$ cat config.mk
export PLATFORM = sky130hd
export DESIGN_NAME = shift_r_seq
export DESIGN_NICKNAME = d
export VERILOG_FILES = /design/src/rtl/shift_r_seq.sv
export SDC_FILE = /design/constraint.sdc
export NUM_CORES = 1
export LEC_CHECK = 0
export CORE_MARGIN = 2
export CORE_UTILIZATION = 49
export DETAILED_ROUTE_END_ITERATION = 8
export GPL_TIMING_DRIVEN = 0
export PLACE_DENSITY = 0.94
export SKIP_LAST_GASP = 1
export SLEW_MARGIN = 20
export SYNTH_ARGS = -nofsm -noshare
export SYNTH_HDL_FRONTEND = slang
export SYNTH_SLANG_ARGS = --single-unit
$ cat constraint.sdc
create_clock -name clk_i -period 3.6 [get_ports clk_i]
set_input_delay 0.36 -clock clk_i [delete_from_list [all_inputs] [get_ports clk_i]]
set_output_delay 0.36 -clock clk_i [all_outputs]
set_load 0.005 [all_outputs]
$ cat src/rtl/shift_r_seq.sv
// shift_r_seq: multi-cycle right shifter (SRL/SRLI/SRA/SRAI) for the
// area-reduced execute-stage shifter.
// A request is taken in IDLE. SHIFT then moves the operand right one bit
// per clock, with zero fill or sign fill. DONE holds the result until the
// consumer takes it.
// Optional build macro SHIFT_R_RADIX2_EN: SHIFT moves two bits per clock
// while at least two remain, and one bit for an odd final step.
//
// Handshake semantics:
//   - A request transfers on a rising edge where valid_i && ready_o && !flush_i.
//     ready_o is high only in IDLE.
//   - A result transfers on a rising edge where result_valid_o && result_ready_i.
//     result_o and result_valid_o hold stable until that edge.
//   - flush_i wins over every transition and returns the block to IDLE. It
//     leaves the data register and counter untouched.
// The FSM state is visible as state_q.
module shift_r_seq #(
   parameter int N       = 32,
   parameter int SHAMT_W = $clog2(N)
) (
   input  logic               clk_i,
   input  logic               rst_n_i,
   input  logic               valid_i,
   output logic               ready_o,
   input  logic [N-1:0]       data_i,
   input  logic [SHAMT_W-1:0] shamt_i,
   input  logic               arith_i,
   input  logic               flush_i,
   output logic [N-1:0]       result_o,
   output logic               result_valid_o,
   input  logic               result_ready_i,
   output logic               busy_o
);

   typedef enum logic [1:0] {
      IDLE  = 2'd0,
      SHIFT = 2'd1,
      DONE  = 2'd2
   } state_e;

   state_e             state_q, state_d;
   logic [N-1:0]       data_q, data_d;
   logic [SHAMT_W-1:0] cnt_q, cnt_d;
   logic               arith_q, arith_d;
   logic               fill;

   // Fill bit for vacated positions: the sign bit when arithmetic, else zero.
   assign fill = arith_q & data_q[N-1];

   // Next-state and datapath update for the shift sequencer.
   always_comb begin
      state_d = state_q;
      data_d  = data_q;
      cnt_d   = cnt_q;
      arith_d = arith_q;
      if (flush_i) begin
         state_d = IDLE;
      end else begin
         case (state_q)
            IDLE: begin
               if (valid_i) begin
                  data_d  = data_i;
                  cnt_d   = shamt_i;
                  arith_d = arith_i;
                  state_d = (shamt_i == '0) ? DONE : SHIFT;
               end
            end
            SHIFT: begin
`ifdef SHIFT_R_RADIX2_EN
               // The counter is zero-extended so that the compare against 2
               // stays meaningful when SHAMT_W is 1.
               if ({1'b0, cnt_q} >= (SHAMT_W + 1)'(2)) begin
                  data_d = (data_q >> 2) | ({N{fill}} & ~({N{1'b1}} >> 2));
                  cnt_d  = cnt_q - SHAMT_W'(2);
               end else begin
                  data_d = {fill, data_q[N-1:1]};
                  cnt_d  = cnt_q - SHAMT_W'(1);
               end
               if (cnt_d == '0) begin
                  state_d = DONE;
               end
`else
               data_d = {fill, data_q[N-1:1]};
               cnt_d  = cnt_q - SHAMT_W'(1);
               if (cnt_q == SHAMT_W'(1)) begin
                  state_d = DONE;
               end
`endif
            end
            DONE: begin
               if (result_ready_i) begin
                  state_d = IDLE;
               end
            end
            default: begin
               state_d = IDLE;
            end
         endcase
      end
   end

   // State and datapath registers with asynchronous active-low reset.
   always_ff @(posedge clk_i or negedge rst_n_i) begin
      if (!rst_n_i) begin
         state_q <= IDLE;
         data_q  <= '0;
         cnt_q   <= '0;
         arith_q <= 1'b0;
      end else begin
         state_q <= state_d;
         data_q  <= data_d;
         cnt_q   <= cnt_d;
         arith_q <= arith_d;
      end
   end

   assign ready_o        = (state_q == IDLE);
   assign result_valid_o = (state_q == DONE);
   assign busy_o         = (state_q != IDLE);
   assign result_o       = data_q;

endmodule

; ---- After elaboration in Yosys (flattened, before gate mapping)
; Cells that the tools add are included.
[totals]
inputBits = 43
ff_bits = 40
[classes]
muxes = 10
addsub = 1
n_eq_ne = 7
reduce_logical = 7
bitwise_logic = 2
[ops]
columns = operator, count
row1 = $pmux W32 S2, 1
row2 = $mux W32, 1
row3 = $mux W2, 5
row4 = $pmux W5 S2, 1
row5 = $reduce_and A3 Y1, 3
row6 = $ne A3 B2 Y1 const B, 2
row7 = $pmux W2 S3, 1
row8 = $eq A5 B1 Y1 const B, 1
row9 = $logic_not A5 Y1, 1
row10 = $mux W5, 1
row11 = $sub A5 B1 Y5 const B, 1
row12 = $reduce_bool A2 Y1, 2
row13 = $ne A3 B3 Y1 const B, 1
row14 = $eq A2 B1 Y1 const B, 1
row15 = $eq A2 B2 Y1 const B, 1
row16 = $logic_not A2 Y1, 1
row17 = $ne A2 B2 Y1 const B, 1
row18 = $and A1 B1 Y1, 1
row19 = $not A1 Y1, 1

; ---- Depth between registers and ports, before layout
; Gate-level depths: netlist (run 1).
[logic_depth]
word_depth = 5
depth_mapped = 5
depth_no_buf = 5

; ---- Worst setup path before layout (run 1)
; OpenSTA, ideal clock, no wires.
[synth_path]
path_type = register -> register
startpoint = reg cnt_q[0]
endpoint = reg cnt_q[4]
setup_ns = 0.079
n_path_buf = 0
arrival_time_ns = 1.524
required_ns = 3.521
path_stages_with_launch = 6
path_slack_ns = 1.996
cell_sequence = dfrtp_1 > inv_1 > ha_1 > or3b_1 > a2111oi_0 > a2bb2oi_1
[synth_between]
elab_chain_cells = 2
[synth_lines]
columns = item, line
row1 = "start, declared", 43  ; logic [SHAMT_W-1:0] cnt_q, cnt_d;
row2 = "start signal, assigned", 112  ; cnt_q <= cnt_d;
row3 = $sub A5 B1 Y5, 84  ; cnt_d = cnt_q - SHAMT_W'(1);
row4 = $pmux W5 S2, 59  ; case (state_q)
; Every way passes these cells.
; A chain may end at the register's enable or synchronous reset.

; ---- Final worst setup path (run 1)
[layout_path]
startpoint = reg state_q[1]
endpoint = out ready_o
[layout_between]
elab_chain_cells = 1
[layout_lines]
columns = item, line
row1 = "start, declared", 41  ; state_e state_q, state_d;
row2 = "start signal, assigned", 110  ; state_q <= state_d;
row3 = $logic_not A2 Y1, 117  ; assign ready_o = (state_q == IDLE);
row4 = "end, declared", 24  ; output logic ready_o,
; Every way passes these cells.

==> results of run 1 <==
[layer usage]
| layer | GRT usage | vias up | share of wire | routed length [µm] |
|---|---|---|---|---|
| li1 | - | 752 | - | - |
| met1 | 0.2392 | 779 | 0.40 | 2037 |
| met2 | 0.3606 | 58 | 0.53 | 2676 |
| met3 | 0.03611 | 15 | 0.039 | 197 |
| met4 | 0.09465 | 0 | 0.031 | 159 |
| met5 | 0 | - | 0 | 0 |
[sequential cells by signal (all words and copies together) (netlist names)]
signal and cells:
cnt_q 5, result_o 32, state_q 2, arith_q 1
[synth_stat cells (all sizes together)]
cell      n  area share
o221ai    1      0.0038
o41ai     1      0.0038
a2bb2oi   3       0.011
inv       5      0.0082
a2111oi   4       0.015
or3b      1      0.0038
o221a     1      0.0049
mux2     63        0.38
o21bai    1      0.0033
nor3b     2      0.0065
nand3b    2      0.0065
mux2i     3       0.013
o21ai     1      0.0022
nor3      1      0.0071
buf       8       0.036
ha        2       0.011
or3       1      0.0027
or2       1      0.0027
clkbuf    2      0.0038
o22ai     4       0.011
a21oi     1      0.0022
or4       1      0.0033
nor2b     2      0.0054
nand2b    1      0.0027
nor2      3      0.0049
dfrtp    40        0.44
nand2     2      0.0033
a32o      1      0.0044
[cell families (layout without fill, tap and decap cells)]
logic type / count (synthesis) / in the layout / share of synthesized area
mux: 66 / 66 / 0.3948
flops: 40 / 40 / 0.4350
compound gates: 18 / 18 / 0.06199
simple gates: 17 / 17 / 0.04894
buf+inv: 15 / 101 / 0.04839
fa+ha+maj: 2 / 2 / 0.01087
[final cells by class]
type | count | area share
multi-input combinational | 103 | 0.3590
sequential | 40 | 0.3023
timing repair buffer | 78 | 0.2373
buffer | 10 | 0.02797
clock inverter | 3 | 0.02721
clock buffer | 5 | 0.02079
tap | 52 | 0.01965
inverter | 5 | 0.005669
[metrics by stage]
step | setup slack [ns] | util | instance area (µm²) | hold WS (ns)
final | 1.472 | 0.7449 | 3311 | 0.3927
after global routing | 1.387 | 0.7449 | 3311 | 0.4221
after CTS | 1.467 | 0.7449 | 3311 | 0.3941
after detailed placement | 1.424 | 0.7069 | 3142 | 0.2162
after global placement | 1.221 | 0.7035 | 3127 | 0.4906
after floorplan | 1.996 | - | 2301 | 0.06441
[power by group through the flow]
stage	sequential, W	combinational [W]	clock, W
3_5_place_dp	0.000873	0.00157	0
3_3_place_gp	0.000860	0.00152	0
6_report	0.000870	0.00156	0.000506
5_1_grt	0.000904	0.00167	0.000532
4_1_cts	0.000870	0.00158	0.000514
2_1_floorplan	0.000853	0.000955	0
[worst max-delay path, stage by stage, from the launching register on]
cell and delay, ns:
dfrtp_1 0.43, clkbuf_2 0.20, or2_2 0.32, inv_1 0.06
clkdlybuf4s50_1 0.48
[worst min path at each step]
stage / startpoint / endpoint / slack (ns) / cells after the start
final: flush_i / state_q[0] / 0.39 / 2
after global routing: flush_i / state_q[0] / 0.42 / 2
after CTS: flush_i / state_q[0] / 0.39 / 2
after detailed placement: rst_n_i / result_o[29] / 0.22 / 1
after global placement: result_o[0] / result_o[0] / 0.49 / 1
after floorplan: rst_n_i / arith_q / 0.06 / 0
[what timing repair did]
action                                 in CTS  in global routing
setup endpoints to repair                   0                  0
endpoints found under the hold margin       7                  0
gates resized for setup                     0                  0
hold buffers                                1                  0
==> impl_metrics.yaml, run 1 <==
routing:
  vias: 1604
  via_per_inst: 5.419
  wl_per_cell_um: 17.13
  initialDrtViolationCount: 115
  ant_nets: 0
  wl_um: 5071
  post-route-drc-count: 0
  drt-pass1-iter-count: 4
run_status:
  status: "finished, final reports clean"
floorplan:
  num_io_pins: 78
  rows: 24
  dieArea_um2: 5260
  core_area_um2: 4444
  die_h_um: 72.53
  die_x_um: 72.53
  start_util: 0.5177
finish:
  multi_input_area_um2: 1189
  n_antenna_cell: 0
  nets: 288
  final_common_cell: "clkdlybuf4s50_1"
  syn2layout_area_growth_pct: 43.88
  fin_cells: 296
  ff_latch_area_um2: 1001
  drive_gt1_frac: 0.3484
  fill_cells: 298
  final_cell_mix: "clkdlybuf4s50_1, mux2_4, dfrtp_1"
global_routing:
  overflow: 0
  grt_pass1_vias: 1745
  grt_max_degree: 34
  grt_pass1_wl_um: 8245
  track_usage: 0.2040
  antenna_found_initial: 0
worst_setup_path:
  path_max_fanout: 10
  start_kind: "flip-flop"
  rr_worst_depth: 5
  timing.setup.critical_path_class: "reg -> out"
  arrival_ns: 1.77
  endpoint_kind: "output port"
  required_ns: 3.24
  r2r_start: "cnt_q[0]"
  rrSetupSlack_ns: 1.85
  endpoint: "ready_o"
  r2r_end: "cnt_q[4]"
  crit_start: "state_q[1]"
pwr:
  seq_power_share: 0.296
  p_sw_w: 0.0008589
  p_sw_frac: 0.2923
  p_leak_nw: 1.439
  power_density_nw_per_um2: 887.5
  p_comb_frac: 0.532
  p_clk_frac: 0.172
  vdd_drop_max_uv: 555.7
  p_int_w: 0.002079
  power_w: 0.002938
clock_network:
  cts_root_buf: "clkbuf_8"
  post-cts-setup-buffers: 0
  htree_levels: 2
  cts_buffers: 5
  clkSinkCount: 40
  cts_tree: "done"
  clk_pin_slew_ns: 0.08
  worstSkewPairLatency_ns: 0.29
  clockBufferDepth: 2
placement:
  numPortBuffers: 76
  dp_hpwl_um: 3770
  dp_cells: 287
  gp_congestion: 0.9080
sta:
  rsz0062_at_grt: "no"
  fin_crit_sh: 0.5912
  slew_headroom: 0.6530
  setup_viol: 0
  tightest_slew_ns: 0.5188
  tns_ns: 0
  fin_skew_ns: 0.008378
  hold_viol: 0
  min_period_ns: 2.128
  fmax_mhz: 469.9
  maxSlewViolCount: 0
logic_synthesis:
  postSynthCellCount: 158
  avgSynthCellArea_um2: 14.56
  netlist_area_um2: 2301
  ys_ff_latch: 40
  ys_types: 31
  ys_seq_area_frac: 0.4350
  synth_nets: 203
  yosysWarnings: 0
hold_path:
  hp-class: "in -> reg"
job:
  drv_cap: 0
(Power assumes the default switching activity.)
==> run 2: changes to the inputs <==
CORE_UTILIZATION = 46   (was 49)
PLACE_DENSITY = 0.9   (was 0.94)
clock period = 2.2 ns   (was 3.6 ns; I/O delays follow)
==> impl_metrics.yaml, run 2 (same netlist as run 1, synthesis figures left out) <==
worst_setup_path:
  arrival_ns: 1.79
  crit_start: "state_q[1]"
  critPathSlowestCell: "clkdlybuf4s50_1"
  r2r_end: "cnt_q[4]"
  path_cells: "clkbuf_2, or2_2, inv_1, clkdlybuf4s50_1"
  required_ns: 1.98
  timing.setup.critical_path_class: "reg -> out"
  endpoint_kind: "output port"
  rr_worst_depth: 5
  endpoint: "ready_o"
  start_kind: "flip-flop"
  cpPeakStageDelay_ns: 0.48
  r2r_start: "cnt_q[0]"
  path_max_fanout: 10
  rrSetupSlack_ns: 0.45
sta:
  hold_viol: 0
  slew_headroom: 0.6086
  setup_viol: 0
  maxSlewViolCount: 0
  tightest_slew_ns: 0.5796
  fmax_mhz: 498.1
  rsz0062_at_grt: "no"
  fin_skew_ns: 0.003515
  fin_crit_sh: 0.9125
  fin_ws_ns: 0.1924
  min_period_ns: 2.008
clock_network:
  cts_hold_buf: 1
  cts_tree: "done"
  htree_levels: 2
  cts_buffers: 5
  clockBufferDepth: 2
  worstSkewPairLatency_ns: 0.29
  post-cts-setup-buffers: 0
  clkSinkCount: 40
  clk_pin_slew_ns: 0.07
  cts_resized: 0
  cts_root_buf: "clkbuf_8"
global_routing:
  track_usage: 0.1914
  antenna_found_initial: 0
  grt_pass1_vias: 1654
  grt_max_degree: 34
  overflow: 0
  grt_pass1_wl_um: 7983
finish:
  multi_input_area_um2: 1189
  nets: 288
  largest_reg_flops: 32
  ff_latch_area_um2: 1001
  drive_gt1_frac: 0.3402
  final_cell_mix: "clkdlybuf4s50_1, mux2_4, dfrtp_1"
  fill_cells: 364
  n_antenna_cell: 0
  syn2layout_area_growth_pct: 41.71
  final_common_cell: "clkdlybuf4s50_1"
  fin_area_um2: 3261
floorplan:
  start_util: 0.4808
  die_x_um: 74.73
  num_io_pins: 78
  rows: 25
  core_area_um2: 4786
  dieArea_um2: 5584
  die_h_um: 74.73
routing:
  wl_per_cell_um: 16.09
  initialDrtViolationCount: 80
  wl_um: 5005
  ant_nets: 0
  vias: 1636
  drt-pass1-iter-count: 4
  via_per_inst: 5.260
  post-route-drc-count: 0
run_status:
  status: "finished, final reports clean"
placement:
  place_area_um2: 3161
  gp_congestion: 0.8712
  numPortBuffers: 76
  pre_cts_ws_ns: 0.1405
  dp_hpwl_um: 3652
hold_path:
  hp-class: "in -> reg"
job:
  drv_cap: 0
pwr:
  p_leak_nw: 1.406
  vdd_drop_max_uv: 801.6
  power_density_nw_per_um2: 1369
==> run 2: cell types whose count changed in the layout (fill, tap and decap cells not counted) <==
cell | previous run | this run
clkbuf_8 | 5 | 6
bufinv_16 | 3 | 0
clkbuf_1 | 1 | 3
==> run 2: where the power goes <==
| part | internal (W) | leakage [nW] | total, W | switching, W |
|---|---|---|---|---|
| combinational | 0.00172 | 0.890 | 0.00254 | 0.000813 |
| clock | 0.000256 | 0.0455 | 0.000496 | 0.000240 |
| sequential | 0.00111 | 0.471 | 0.00143 | 0.000318 |
==> run 2: final cells by class <==
type | count | share of cell area
Inverter | 5 | 0.005756
Clock buffer | 8 | 0.02763
Tap cell | 67 | 0.02571
Buffer | 10 | 0.02840
Sequential cell | 40 | 0.3070
Multi-Input combinational cell | 103 | 0.3645
Timing Repair Buffer | 78 | 0.2410
==> run 2: per-layer routing <==
metal  vias up  track usage  wire [µm]
met3         7      0.04552        370
li1        754            -          -
met1       811       0.2521       2086
met2        64       0.3097       2476
met4         0      0.06944         72
met5         -            0          0
==> run 2: worst max-delay path, delay by kind of cell (launching register included) <==
family                 cells  cell delay, ns
buffers and inverters      3            0.74
DFF                        1            0.43
and+or+nand+nor            1            0.33
==> run 2: through the flow <==
stage | hold WS (ns) | utilization | TNS (ns) | total power (W) | instances
5_1_grt | 0.2737 | 0.6813 | 0 | 0.004753 | 311
2_1_floorplan | -0.07559 | - | 0 | 0.002960 | 158
3_3_place_gp | 0.4897 | 0.6573 | -3.792 | 0.003899 | 301
6_report | 0.2657 | 0.6813 | 0 | 0.004463 | 311
3_5_place_dp | 0.09434 | 0.6604 | 0 | 0.003996 | 302
4_1_cts | 0.2605 | 0.6813 | 0 | 0.004511 | 311
==> run 2: how the worst min path moves through the flow <==
stage | from | to | slack (ns) | cells after the start
2_1_floorplan | rst_n_i | arith_q | -0.08 | 0
3_3_place_gp | result_o[0] | result_o[0] | 0.49 | 1
3_5_place_dp | rst_n_i | result_o[30] | 0.09 | 1
4_1_cts | flush_i | state_q[0] | 0.26 | 2
5_1_grt | flush_i | state_q[0] | 0.27 | 2
6_report | flush_i | state_q[0] | 0.27 | 2
